--- src/rtl/one_counter_sequencer_pkg.sv ---
// Shared constants for the one-counter sequencer: FSM encoding, default word
// width and the fill bit of the timeout sentinel result.
package one_counter_pkg;

  localparam int DATA_W_DEF = 16;

  localparam logic [1:0] ST_IDLE    = 2'b00;
  localparam logic [1:0] ST_LOAD    = 2'b01;
  localparam logic [1:0] ST_WAIT    = 2'b10;
  localparam logic [1:0] ST_CAPTURE = 2'b11;

  // A timed-out job reports a word made entirely of this bit (all-ones).
  localparam logic TIMEOUT_SENTINEL_BIT = 1'b1;

endpackage

--- src/rtl/one_counter_sequencer_if.sv ---
// Word input stream and result output stream of the one-counter sequencer.
// The sequencer is the slave; whoever feeds and drains it is the master.
interface one_counter_sequencer_if
  import one_counter_pkg::*;
  #(parameter int DATA_W = DATA_W_DEF);

  logic              i_valid;
  logic              o_ready;
  logic [DATA_W-1:0] i_data;
  logic              o_res_valid;
  logic              i_res_ready;
  logic [DATA_W-1:0] o_res_data;
  logic              o_err;

  modport slave (
    input  i_valid, i_data, i_res_ready,
    output o_ready, o_res_valid, o_res_data, o_err
  );

  modport master (
    output i_valid, i_data, i_res_ready,
    input  o_ready, o_res_valid, o_res_data, o_err
  );

endinterface

--- src/rtl/one_counter_sequencer_fifo.sv ---
// Small synchronous FIFO with an extra pointer bit to tell full from empty.
// A push while full is dropped, even if a pop happens in the same cycle.
module sync_fifo_nb
  import one_counter_pkg::*;
  #(
    parameter int DEPTH  = 4,
    parameter int DATA_W = DATA_W_DEF
  ) (
    input  logic              clk,
    input  logic              rst,
    input  logic              push_i,
    input  logic              pop_i,
    input  logic [DATA_W-1:0] data_i,
    output logic [DATA_W-1:0] data_o,
    output logic              full_o,
    output logic              empty_o,
    output logic              full_next_o
  );

  localparam int AW = $clog2(DEPTH);

  logic [AW:0]       wr_ptr_q, wr_ptr_d;
  logic [AW:0]       rd_ptr_q, rd_ptr_d;
  logic [DATA_W-1:0] mem_q [DEPTH];
  logic              do_push, do_pop;

  assign full_o  = (wr_ptr_q[AW] != rd_ptr_q[AW]) &&
                   (wr_ptr_q[AW-1:0] == rd_ptr_q[AW-1:0]);
  assign empty_o = (wr_ptr_q == rd_ptr_q);
  assign do_push = push_i & ~full_o;
  assign do_pop  = pop_i & ~empty_o;
  assign data_o  = mem_q[rd_ptr_q[AW-1:0]];

  always_comb begin
    wr_ptr_d = wr_ptr_q;
    rd_ptr_d = rd_ptr_q;
    if (do_push) wr_ptr_d = wr_ptr_q + (AW+1)'(1);
    if (do_pop)  rd_ptr_d = rd_ptr_q + (AW+1)'(1);
  end

  // Lets the owner register a ready flag that is exact on the very next cycle.
  assign full_next_o = (wr_ptr_d[AW] != rd_ptr_d[AW]) &&
                       (wr_ptr_d[AW-1:0] == rd_ptr_d[AW-1:0]);

  always_ff @(posedge clk or posedge rst) begin
    if (rst) begin
      wr_ptr_q <= '0;
      rd_ptr_q <= '0;
    end else begin
      wr_ptr_q <= wr_ptr_d;
      rd_ptr_q <= rd_ptr_d;
    end
  end

  always_ff @(posedge clk) begin
    if (do_push) mem_q[wr_ptr_q[AW-1:0]] <= data_i;
  end

endmodule

--- src/rtl/one_counter_sequencer.sv ---
// Feeds buffered words one at a time through the external one-counter FSM and
// returns each count (or an all-ones timeout result) on a valid/ready port.
module one_counter_sequencer
  import one_counter_pkg::*;
  #(
    parameter int DATA_W  = DATA_W_DEF,
    parameter int DEPTH   = 4,
    parameter int TIMEOUT = 32
  ) (
    input  logic                     i_clk,
    input  logic                     i_rst,
    one_counter_sequencer_if.slave   bus,
    output logic                     o_cnt_rst,
    output logic [DATA_W-1:0]        o_cnt_data,
    input  logic                     i_cnt_done,
    input  logic [DATA_W-1:0]        i_cnt_data
  );

  localparam int              TW         = $clog2(TIMEOUT + 1);
  localparam logic [TW-1:0]   TIMER_LAST = TW'(TIMEOUT - 1);
  localparam logic [DATA_W-1:0] SENTINEL = {DATA_W{TIMEOUT_SENTINEL_BIT}};

  logic [1:0]        state_q, state_d;
  logic [DATA_W-1:0] cnt_data_q, cnt_data_d;
  logic [TW-1:0]     timer_q, timer_d;
  logic [DATA_W-1:0] stage_q, stage_d;
  logic              stage_err_q, stage_err_d;
  logic              res_valid_q, res_valid_d;
  logic [DATA_W-1:0] res_data_q, res_data_d;
  logic              res_err_q, res_err_d;
  logic              ready_q;

  logic              fifo_push, fifo_pop;
  logic [DATA_W-1:0] fifo_head;
  logic              fifo_full, fifo_empty, fifo_full_next;
  logic              res_accept, res_load;

  assign fifo_push  = bus.i_valid & ready_q & ~fifo_full;
  assign res_accept = res_valid_q & bus.i_res_ready;

  sync_fifo_nb #(
    .DEPTH  (DEPTH),
    .DATA_W (DATA_W)
  ) u_fifo (
    .clk         (i_clk),
    .rst         (i_rst),
    .push_i      (fifo_push),
    .pop_i       (fifo_pop),
    .data_i      (bus.i_data),
    .data_o      (fifo_head),
    .full_o      (fifo_full),
    .empty_o     (fifo_empty),
    .full_next_o (fifo_full_next)
  );

  // Done takes priority over the timeout when both land in the same cycle.
  always_comb begin
    state_d     = state_q;
    cnt_data_d  = cnt_data_q;
    timer_d     = timer_q;
    stage_d     = stage_q;
    stage_err_d = stage_err_q;
    fifo_pop    = 1'b0;
    res_load    = 1'b0;
    case (state_q)
      ST_IDLE: begin
        if (!fifo_empty) begin
          fifo_pop   = 1'b1;
          cnt_data_d = fifo_head;
          state_d    = ST_LOAD;
        end
      end
      ST_LOAD: begin
        timer_d = '0;
        state_d = ST_WAIT;
      end
      ST_WAIT: begin
        if (i_cnt_done) begin
          stage_d     = i_cnt_data;
          stage_err_d = 1'b0;
          state_d     = ST_CAPTURE;
        end else if (timer_q == TIMER_LAST) begin
          stage_d     = SENTINEL;
          stage_err_d = 1'b1;
          state_d     = ST_CAPTURE;
        end else begin
          timer_d = timer_q + TW'(1);
        end
      end
      ST_CAPTURE: begin
        if (!res_valid_q || res_accept) begin
          res_load = 1'b1;
          state_d  = ST_IDLE;
        end
      end
      default: state_d = ST_IDLE;
    endcase
  end

  always_comb begin
    res_valid_d = res_load | (res_valid_q & ~res_accept);
    res_data_d  = res_load ? stage_q : res_data_q;
    res_err_d   = res_load ? stage_err_q : res_err_q;
  end

  always_ff @(posedge i_clk or posedge i_rst) begin
    if (i_rst) begin
      state_q     <= ST_IDLE;
      cnt_data_q  <= '0;
      timer_q     <= '0;
      stage_q     <= '0;
      stage_err_q <= 1'b0;
      res_valid_q <= 1'b0;
      res_data_q  <= '0;
      res_err_q   <= 1'b0;
      ready_q     <= 1'b0;
    end else begin
      state_q     <= state_d;
      cnt_data_q  <= cnt_data_d;
      timer_q     <= timer_d;
      stage_q     <= stage_d;
      stage_err_q <= stage_err_d;
      res_valid_q <= res_valid_d;
      res_data_q  <= res_data_d;
      res_err_q   <= res_err_d;
      ready_q     <= ~fifo_full_next;
    end
  end

  // The counter is held in reset everywhere except while a job is running.
  assign o_cnt_rst       = (state_q != ST_WAIT);
  assign o_cnt_data      = cnt_data_q;
  assign bus.o_ready     = ready_q;
  assign bus.o_res_valid = res_valid_q;
  assign bus.o_res_data  = res_data_q;
  assign bus.o_err       = res_err_q;

endmodule

--- src/flat_wrapper.sv ---
// flat-port wrapper written by rule: the top's interface ports become plain ports
module one_counter_sequencer_flat import one_counter_pkg::*;
#(
    parameter int DATA_W  = DATA_W_DEF,
    parameter int DEPTH   = 4,
    parameter int TIMEOUT = 32
  )
  (i_clk, i_rst, o_cnt_rst, o_cnt_data, i_cnt_done, i_cnt_data, bus_i_valid, bus_i_data, bus_i_res_ready, bus_o_ready, bus_o_res_valid, bus_o_res_data, bus_o_err);
  one_counter_sequencer_if #(.DATA_W(DATA_W)) bus_i ();
  input  logic i_clk;
  input  logic i_rst;
  output logic o_cnt_rst;
  output logic [DATA_W-1:0] o_cnt_data;
  input  logic i_cnt_done;
  input  logic [DATA_W-1:0] i_cnt_data;
  input wire logic [$bits(bus_i.i_valid)-1:0] bus_i_valid;
  input wire logic [$bits(bus_i.i_data)-1:0] bus_i_data;
  input wire logic [$bits(bus_i.i_res_ready)-1:0] bus_i_res_ready;
  output wire logic [$bits(bus_i.o_ready)-1:0] bus_o_ready;
  output wire logic [$bits(bus_i.o_res_valid)-1:0] bus_o_res_valid;
  output wire logic [$bits(bus_i.o_res_data)-1:0] bus_o_res_data;
  output wire logic [$bits(bus_i.o_err)-1:0] bus_o_err;
  assign bus_i.i_valid = bus_i_valid;
  assign bus_i.i_data = bus_i_data;
  assign bus_i.i_res_ready = bus_i_res_ready;
  assign bus_o_ready = bus_i.o_ready;
  assign bus_o_res_valid = bus_i.o_res_valid;
  assign bus_o_res_data = bus_i.o_res_data;
  assign bus_o_err = bus_i.o_err;
  one_counter_sequencer #(.DATA_W(DATA_W), .DEPTH(DEPTH), .TIMEOUT(TIMEOUT)) u_core (.i_clk(i_clk), .i_rst(i_rst), .bus(bus_i), .o_cnt_rst(o_cnt_rst), .o_cnt_data(o_cnt_data), .i_cnt_done(i_cnt_done), .i_cnt_data(i_cnt_data));
endmodule
--- config.mk ---
export PLATFORM = sky130hd
export DESIGN_NAME = one_counter_sequencer_flat
export DESIGN_NICKNAME = d
export VERILOG_FILES = /design/src/rtl/one_counter_sequencer_pkg.sv /design/src/rtl/one_counter_sequencer_if.sv /design/src/rtl/one_counter_sequencer_fifo.sv /design/src/rtl/one_counter_sequencer.sv /design/src/flat_wrapper.sv
export SDC_FILE = /design/constraint.sdc
export NUM_CORES = 1
export LEC_CHECK = 0
export CAP_MARGIN = 20
export CORE_ASPECT_RATIO = 0.5
export CORE_MARGIN = 4
export CORE_UTILIZATION = 55
export DETAILED_ROUTE_END_ITERATION = 16
export PLACE_DENSITY_LB_ADDON = 0.2
export SYNTH_ARGS = -nofsm -noshare
export SYNTH_HDL_FRONTEND = slang
export SYNTH_HIERARCHICAL = 1
export SYNTH_SLANG_ARGS = --single-unit
--- constraint.sdc ---
create_clock -name i_clk -period 3.2 [get_ports i_clk]
set_clock_uncertainty 0.15 [all_clocks]
set_input_delay 0.48 -clock i_clk [delete_from_list [all_inputs] [get_ports i_clk]]
set_output_delay 0.48 -clock i_clk [all_outputs]
set_load 0.05 [all_outputs]
==> flow_summary.toml, run 1 <==
[detailed_routing]
via_per_inst = 5.63
drtIter0Drc = 195
drc = 0
routed_wl_um = 11400
wl_per_cell_um = 19.3
drtAntennaViolNets = 0
num_vias = 3317
dr.pass1.iters = 4

[outcome]
status = "finished clean"

[place]
io_buffers = 72
gp_congestion = 0.786
placed_cells = 557
post-dp-hpwl_um = 7400

[clock_network]
clock_path_buffers = 2
ctsHoldBuffers = 0
postCtsSetupBuffers = 0
ctsResizeCount = 0
cts_tree = "yes"
cts_max_level = 4
cts_buffers = 17
clk_pin_slew_worst_paths_ns = 0.06
clk_latency_ns = 0.41
clockRootBuffer = "clkbuf_16"
clock-sinks = 130

[pwr]
power.density_nw_per_um2 = 1110
p_seq_share_pct = 33.4
clock_power_share_pct = 23.3
p_comb_share_pct = 43.2
power_switching_w = 0.00303
vdd_ir_drop_max_mv = 0.779
power.internal_w = 0.00480
switching_share_pct = 38.7
p_leak_nw = 2.73

[worst_setup_path]
start_kind = "flop"
cp.arrival_ns = 2.87
path_max_fanout = 11
endpoint_kind = "flop"
timing_worst_setup_path_type = "reg -> reg"
worstPathRequired_ns = 3.35

[cells_and_area]
drive_gt1_share_pct = 24.9
seqCellArea_sq_um = 3570
area_growth_pct = 25.6
layout.nets = 489
antenna_cells = 0
utilization_pct = 72.8
layout.cells.non_filler = 589
nFillCells = 589
multiInputGateArea_sq_um = 1810

[logic_synthesis]
synth-seq-area-share_pct = 63.8
syn_area_per_cell_sq_um = 15.7
synth_cell_types = 54
synth_edf_count = 64
syn_inst = 356
syn_nets = 404
synthesis.area_sq_um = 5600
synth-seq-cells = 130
ys_warn_count = 6
synth_ff_type = "dfrtp_1"
async_reset_ff_share_pct = 50.8

[die]
die_w_um = 151
dieHeight_um = 79.3
fp.coreArea_sq_um = 9670
pin_count = 73
die-area_sq_um = 12000
start_util_pct = 57.9
placementRows = 25

[timing]
final_hold_viol_count = 0
setup_viol = 0
setup_tns_ns = 0
rsz0062_at_grt = "false"
period_needed_ns = 2.72
drv_slew = 0
tightest_slew_ns = 0.665
fmax_mhz = 368
period_share_pct = 85.0
slew_headroom_pct = 55.6

[global_routing]
antenna_found_initial = 0
track_usage_pct = 20.8
grt_pass1_vias = 3672
grt-ovfl-total = 0
grt_max_degree = 40
grt_pass1_wl_um = 18600

[flow_run]
maxCapViolations = 0

[hold_path]
hold_path_class = "in -> async"
==> cells in the mapped netlist, types with 2 or more instances <==
master    number  area share (%)
a21oi_2       10             1.6
nor2b_1        2            0.22
and3b_1        2            0.31
buf_2          8            0.72
mux4_2        16             6.4
ha_1          11             2.5
edfxtp_1      64              34
mux2_2        31             6.2
a211o_1        3            0.47
o22ai_1       17             1.9
and2_1         3            0.34
mux2i_1        2            0.36
nand2b_1       6            0.67
xor2_1         4            0.63
inv_1         29             1.9
o21ai_0        2            0.18
o31ai_2        2            0.45
nor3b_1        2            0.27
dfrtp_1       66              29
nand3_1        5            0.45
buf_6          2            0.40
nand3b_1       2            0.27
a211oi_4       2            0.72
a21oi_1       14             1.3
mux2_1         2            0.40
buf_4          3            0.40
and3_1         4            0.45
a311oi_1       2            0.31
a31oi_1        2            0.22
xnor2_1        5            0.78
nand2_1       10            0.67
==> path summary, 6_finish.rpt <==
check	slack, ns	depth (start not counted)	endpoint	startpoint
worst min register to register	0.35	1	u_core/o_cnt_data[3]$_DFFE_PP0P_	u_core/o_cnt_data[3]$_DFFE_PP0P_
worst max-delay path	0.48	9	u_core/bus.o_ready$_DFF_PP0_	u_core/u_fifo/wr_ptr_q[2]$_DFF_PP0_
min in group i_clk	0.35	1	u_core/o_cnt_data[3]$_DFFE_PP0P_	u_core/o_cnt_data[3]$_DFFE_PP0P_
max in group asynchronous	1.94	3	u_core/stage_q[1]$_DFFE_PP0P_	i_rst
worst min-delay path	0.21	2	u_core/u_fifo/rd_ptr_q[2]$_DFF_PP0_	i_rst
worst max register to register	0.48	9	u_core/bus.o_ready$_DFF_PP0_	u_core/u_fifo/wr_ptr_q[2]$_DFF_PP0_
==> final cells by class <==
cell class / count / share of cell area, %
Clock buffer: 19 / 6.30
Clock inverter: 13 / 1.80
Inverter: 29 / 1.55
Multi-Input combinational cell: 182 / 25.7
Sequential cell: 130 / 50.8
Tap cell: 135 / 2.40
Timing Repair Buffer: 81 / 11.4
==> critical path, cell delays in order, from the launching register on <==
cell and delay (ns):
dfrtp_1 0.44, xnor2_1 0.26, and3_2 0.28, nor2b_2 0.45, nand2_1 0.15, a31oi_2 0.20, xor2_1 0.24, xor2_1 0.21
and3_1 0.19, inv_1 0.04
==> power by group through the flow <==
| stage | Combinational, W | Sequential (W) | Clock (W) |
|---|---|---|---|
| 6_report | 0.00338 | 0.00262 | 0.00183 |
| 5_1_grt | 0.00360 | 0.00267 | 0.00196 |
| 4_1_cts | 0.00340 | 0.00262 | 0.00187 |
| 3_5_place_dp | 0.00338 | 0.00265 | 0 |
| 3_3_place_gp | 0.00327 | 0.00260 | 0 |
| 2_1_floorplan | 0.00181 | 0.00326 | 0 |
==> cell families (layout without fill, tap and decap cells) <==
group                    count (synthesis)  count (layout)  synth area share, %
flip-flops                             130             130                 63.8
AO/OA/AOI/OAI                           64              64                 9.05
multiplexers                            51              51                 13.4
AND/OR/NAND/NOR                         44              44                 4.87
buffers and inverters                   44             142                 3.89
XOR/XNOR                                12              12                 2.48
adder cells (fa/ha/maj)                 11              11                 2.46
==> metrics by stage <==
stage | hold slack, ns | total power (W) | worst slack, ns | cell area [sq um]
2_1_floorplan | 0.121 | 0.00506 | 0.731 | 5600
3_3_place_gp | 0.329 | 0.00587 | 0.751 | 6460
3_5_place_dp | 0.335 | 0.00603 | 0.557 | 6460
4_1_cts | 0.196 | 0.00789 | 0.464 | 7030
5_1_grt | 0.235 | 0.00824 | 0.365 | 7030
6_report | 0.209 | 0.00783 | 0.481 | 7030
==> metal layers <==
layer	up-vias	track usage (%)	share of wire, %
met2	89	35.1	50
met3	18	6.73	4.7
met5	-	0	0
li1	1511	-	-
met4	0	7.05	1.3
met1	1699	25.4	44
==> sequential cells by signal (all words and copies together), names as in the netlist, 2 cells and up <==
name                    count
u_core/bus.o_res_data      16
u_core/o_cnt_data          16
u_core/stage_q             16
u_core/state_q              2
u_core/timer_q              6
u_core/u_fifo/mem_q        64
u_core/u_fifo/rd_ptr_q      3
u_core/u_fifo/wr_ptr_q      3
==> layout by cell type, fill, tap and decap left out, types with 6 or more instances in the layout <==
| master | n |
|---|---|
| clkdlybuf4s50_1 | 72 |
| dfrtp_1 | 66 |
| edfxtp_1 | 64 |
| mux2_2 | 31 |
| inv_1 | 28 |
| clkbuf_16 | 17 |
| o22ai_1 | 17 |
| mux4_2 | 16 |
| a21oi_1 | 14 |
| ha_1 | 11 |
| nand2_1 | 10 |
| a21oi_2 | 10 |
| buf_4 | 8 |
| nand2b_1 | 6 |
Note: power is estimated with default switching activity, not from simulation.
==> run 2: changes to the inputs <==
- clock period: 3.2 -> 2.8 ns (I/O delays scaled with it)
==> run 2 against run 1 <==
Compared with the run above: utilization grew 0.091 points; sequential cell count is the same; clock power grew 14%; global-route usage grew 0.30 points; sequential share of layout area shrank 0.063 points; highest routed layer unchanged; largest power group unchanged; register-to-register slack lost 0.20 ns; combinational power grew 14%; critical path depth shrank 5; via count grew 0.87%; largest cell class unchanged.
==> flow_summary.toml, run 2 (synthesis results as in run 1) <==
[worst_setup_path]
worstPathRequired_ns = 2.23
path_max_fanout = 16
regToRegSetupSlack_ns = 0.28
reg2reg_depth = 10
cp.arrival_ns = 1.99
endpoint_kind = "output port"
start_kind = "flop"
rr_endpoint = "u_core/bus.o_ready$_DFF_PP0_"
cp-startpoint = "u_core/state_q[0]$_DFFE_PP0P_"
r2r-start = "u_core/u_fifo/wr_ptr_q[1]$_DFF_PP0_"
timing_worst_setup_path_type = "reg -> out"

[clock_network]
clock_path_buffers = 2
cts_buffers = 17
postCtsSetupBuffers = 0
clockRootBuffer = "clkbuf_16"
ctsHoldBuffers = 0
ctsResizeCount = 0
clk_pin_slew_worst_paths_ns = 0.06
clk_latency_ns = 0.42
cts_max_level = 4
clock-sinks = 130
cts_tree = "yes"

[flow_run]
maxCapViolations = 0

[pwr]
switching_share_pct = 39.5
power_w = 0.00895
power_switching_w = 0.00354
vdd_ir_drop_max_mv = 0.721
power.density_nw_per_um2 = 1270
p_comb_share_pct = 43.2
p_leak_nw = 2.75
power.internal_w = 0.00541
clock_power_share_pct = 23.4
p_seq_share_pct = 33.4

[die]
dieHeight_um = 79.3
placementRows = 25
pin_count = 73
die_w_um = 151
start_util_pct = 57.9
fp.coreArea_sq_um = 9670
die-area_sq_um = 12000

[detailed_routing]
num_vias = 3346
wl_per_cell_um = 19.4
dr.pass1.iters = 4
drtAntennaViolNets = 0
drc = 0
via_per_inst = 5.66
routed_wl_um = 11400
drtIter0Drc = 220

[timing]
rsz0062_at_grt = "false"
period_share_pct = 91.4
slew_headroom_pct = 56.5
fmax_mhz = 391
drv_slew = 0
final_hold_viol_count = 0
layout_setup_ws_ns = 0.240
period_needed_ns = 2.56
setup_viol = 0
setup_tns_ns = 0
tightest_slew_ns = 0.652

[cells_and_area]
largest_register_ffs = 64
antenna_cells = 0
nFillCells = 608
layout_commonest_cell = "clkdlybuf4s50_1"
utilization_pct = 72.8
drive_gt1_share_pct = 25.9
layout.nets = 491
area_growth_pct = 25.7
design_area_sq_um = 7040
final_cell_mix = "71 x clkdlybuf4s50_1, 66 x dfrtp_1, 64 x edfxtp_1"

[place]
io_buffers = 72
place_ws_ns = 0.292
placed_area_sq_um = 6470
post-dp-hpwl_um = 7320
gp_congestion = 0.889

[global_routing]
antenna_found_initial = 0
grt_pass1_vias = 3682
grt_pass1_wl_um = 18900
track_usage_pct = 21.1
grt_max_degree = 48
grt-ovfl-total = 0

[outcome]
status = "finished clean"

[hold_path]
hold_path_class = "in -> async"
==> run 2: cell count changes in the layout (fill, tap and decap cells not counted) <==
cell / change
buf_4: +3
bufinv_16: -1
clkbuf_1: -1
clkbuf_8: -1
clkdlybuf4s50_1: -1
clkinv_1: -1
clkinv_4: +3
clkinvlp_4: -2
inv_6: -1
inv_8: +4
==> run 2: critical path, cell delays in order (launching register included) <==
cell and delay (ns):
dfrtp_1 0.42, inv_1 0.14, ha_1 0.60, inv_1 0.18, buf_4 0.24
==> run 2: layout make-up <==
type                            count  area [sq um]  share of cell area (%)
Clock buffer                       17           425                    6.04
Clock inverter                     15           140                    1.99
Inverter                           29           109                    1.55
Multi-Input combinational cell    182          1810                    25.7
Sequential cell                   130          3570                    50.8
Tap cell                          135           169                    2.40
Timing Repair Buffer               83           813                    11.6
==> run 2: power by group through the flow <==
| stage | Clock, W | Sequential [W] | Combinational, W |
|---|---|---|---|
| after floorplan | 0 | 0.00372 | 0.00207 |
| after global placement | 0 | 0.00298 | 0.00373 |
| after detailed placement | 0 | 0.00303 | 0.00386 |
| after CTS | 0.00214 | 0.00299 | 0.00389 |
| after global routing | 0.00223 | 0.00306 | 0.00414 |
| final | 0.00209 | 0.00299 | 0.00386 |
==> run 2: worst max path at each step <==
stage,endpoint,cells after the start
2_1_floorplan,u_core/bus.o_ready$_DFF_PP0_,11
3_3_place_gp,u_core/bus.o_ready$_DFF_PP0_,9
3_5_place_dp,u_core/bus.o_ready$_DFF_PP0_,10
4_1_cts,o_cnt_rst,4
5_1_grt,u_core/bus.o_ready$_DFF_PP0_,10
6_report,o_cnt_rst,4
==> run 2: routing by layer <==
| metal | global-route usage [%] | routed length [um] |
|---|---|---|
| met1 | 26.6 | 4970 |
| met2 | 34.8 | 5730 |
| met3 | 6.44 | 570 |
| met4 | 7.69 | 175 |
| met5 | 0 | 0 |
==> run 2: per-stage QoR <==
stage                     hold slack, ns  cells
final                              0.131    591
after global routing               0.156    591
after CTS                          0.127    591
after detailed placement           0.348    559
after global placement             0.337    559
after floorplan                   0.0610    356
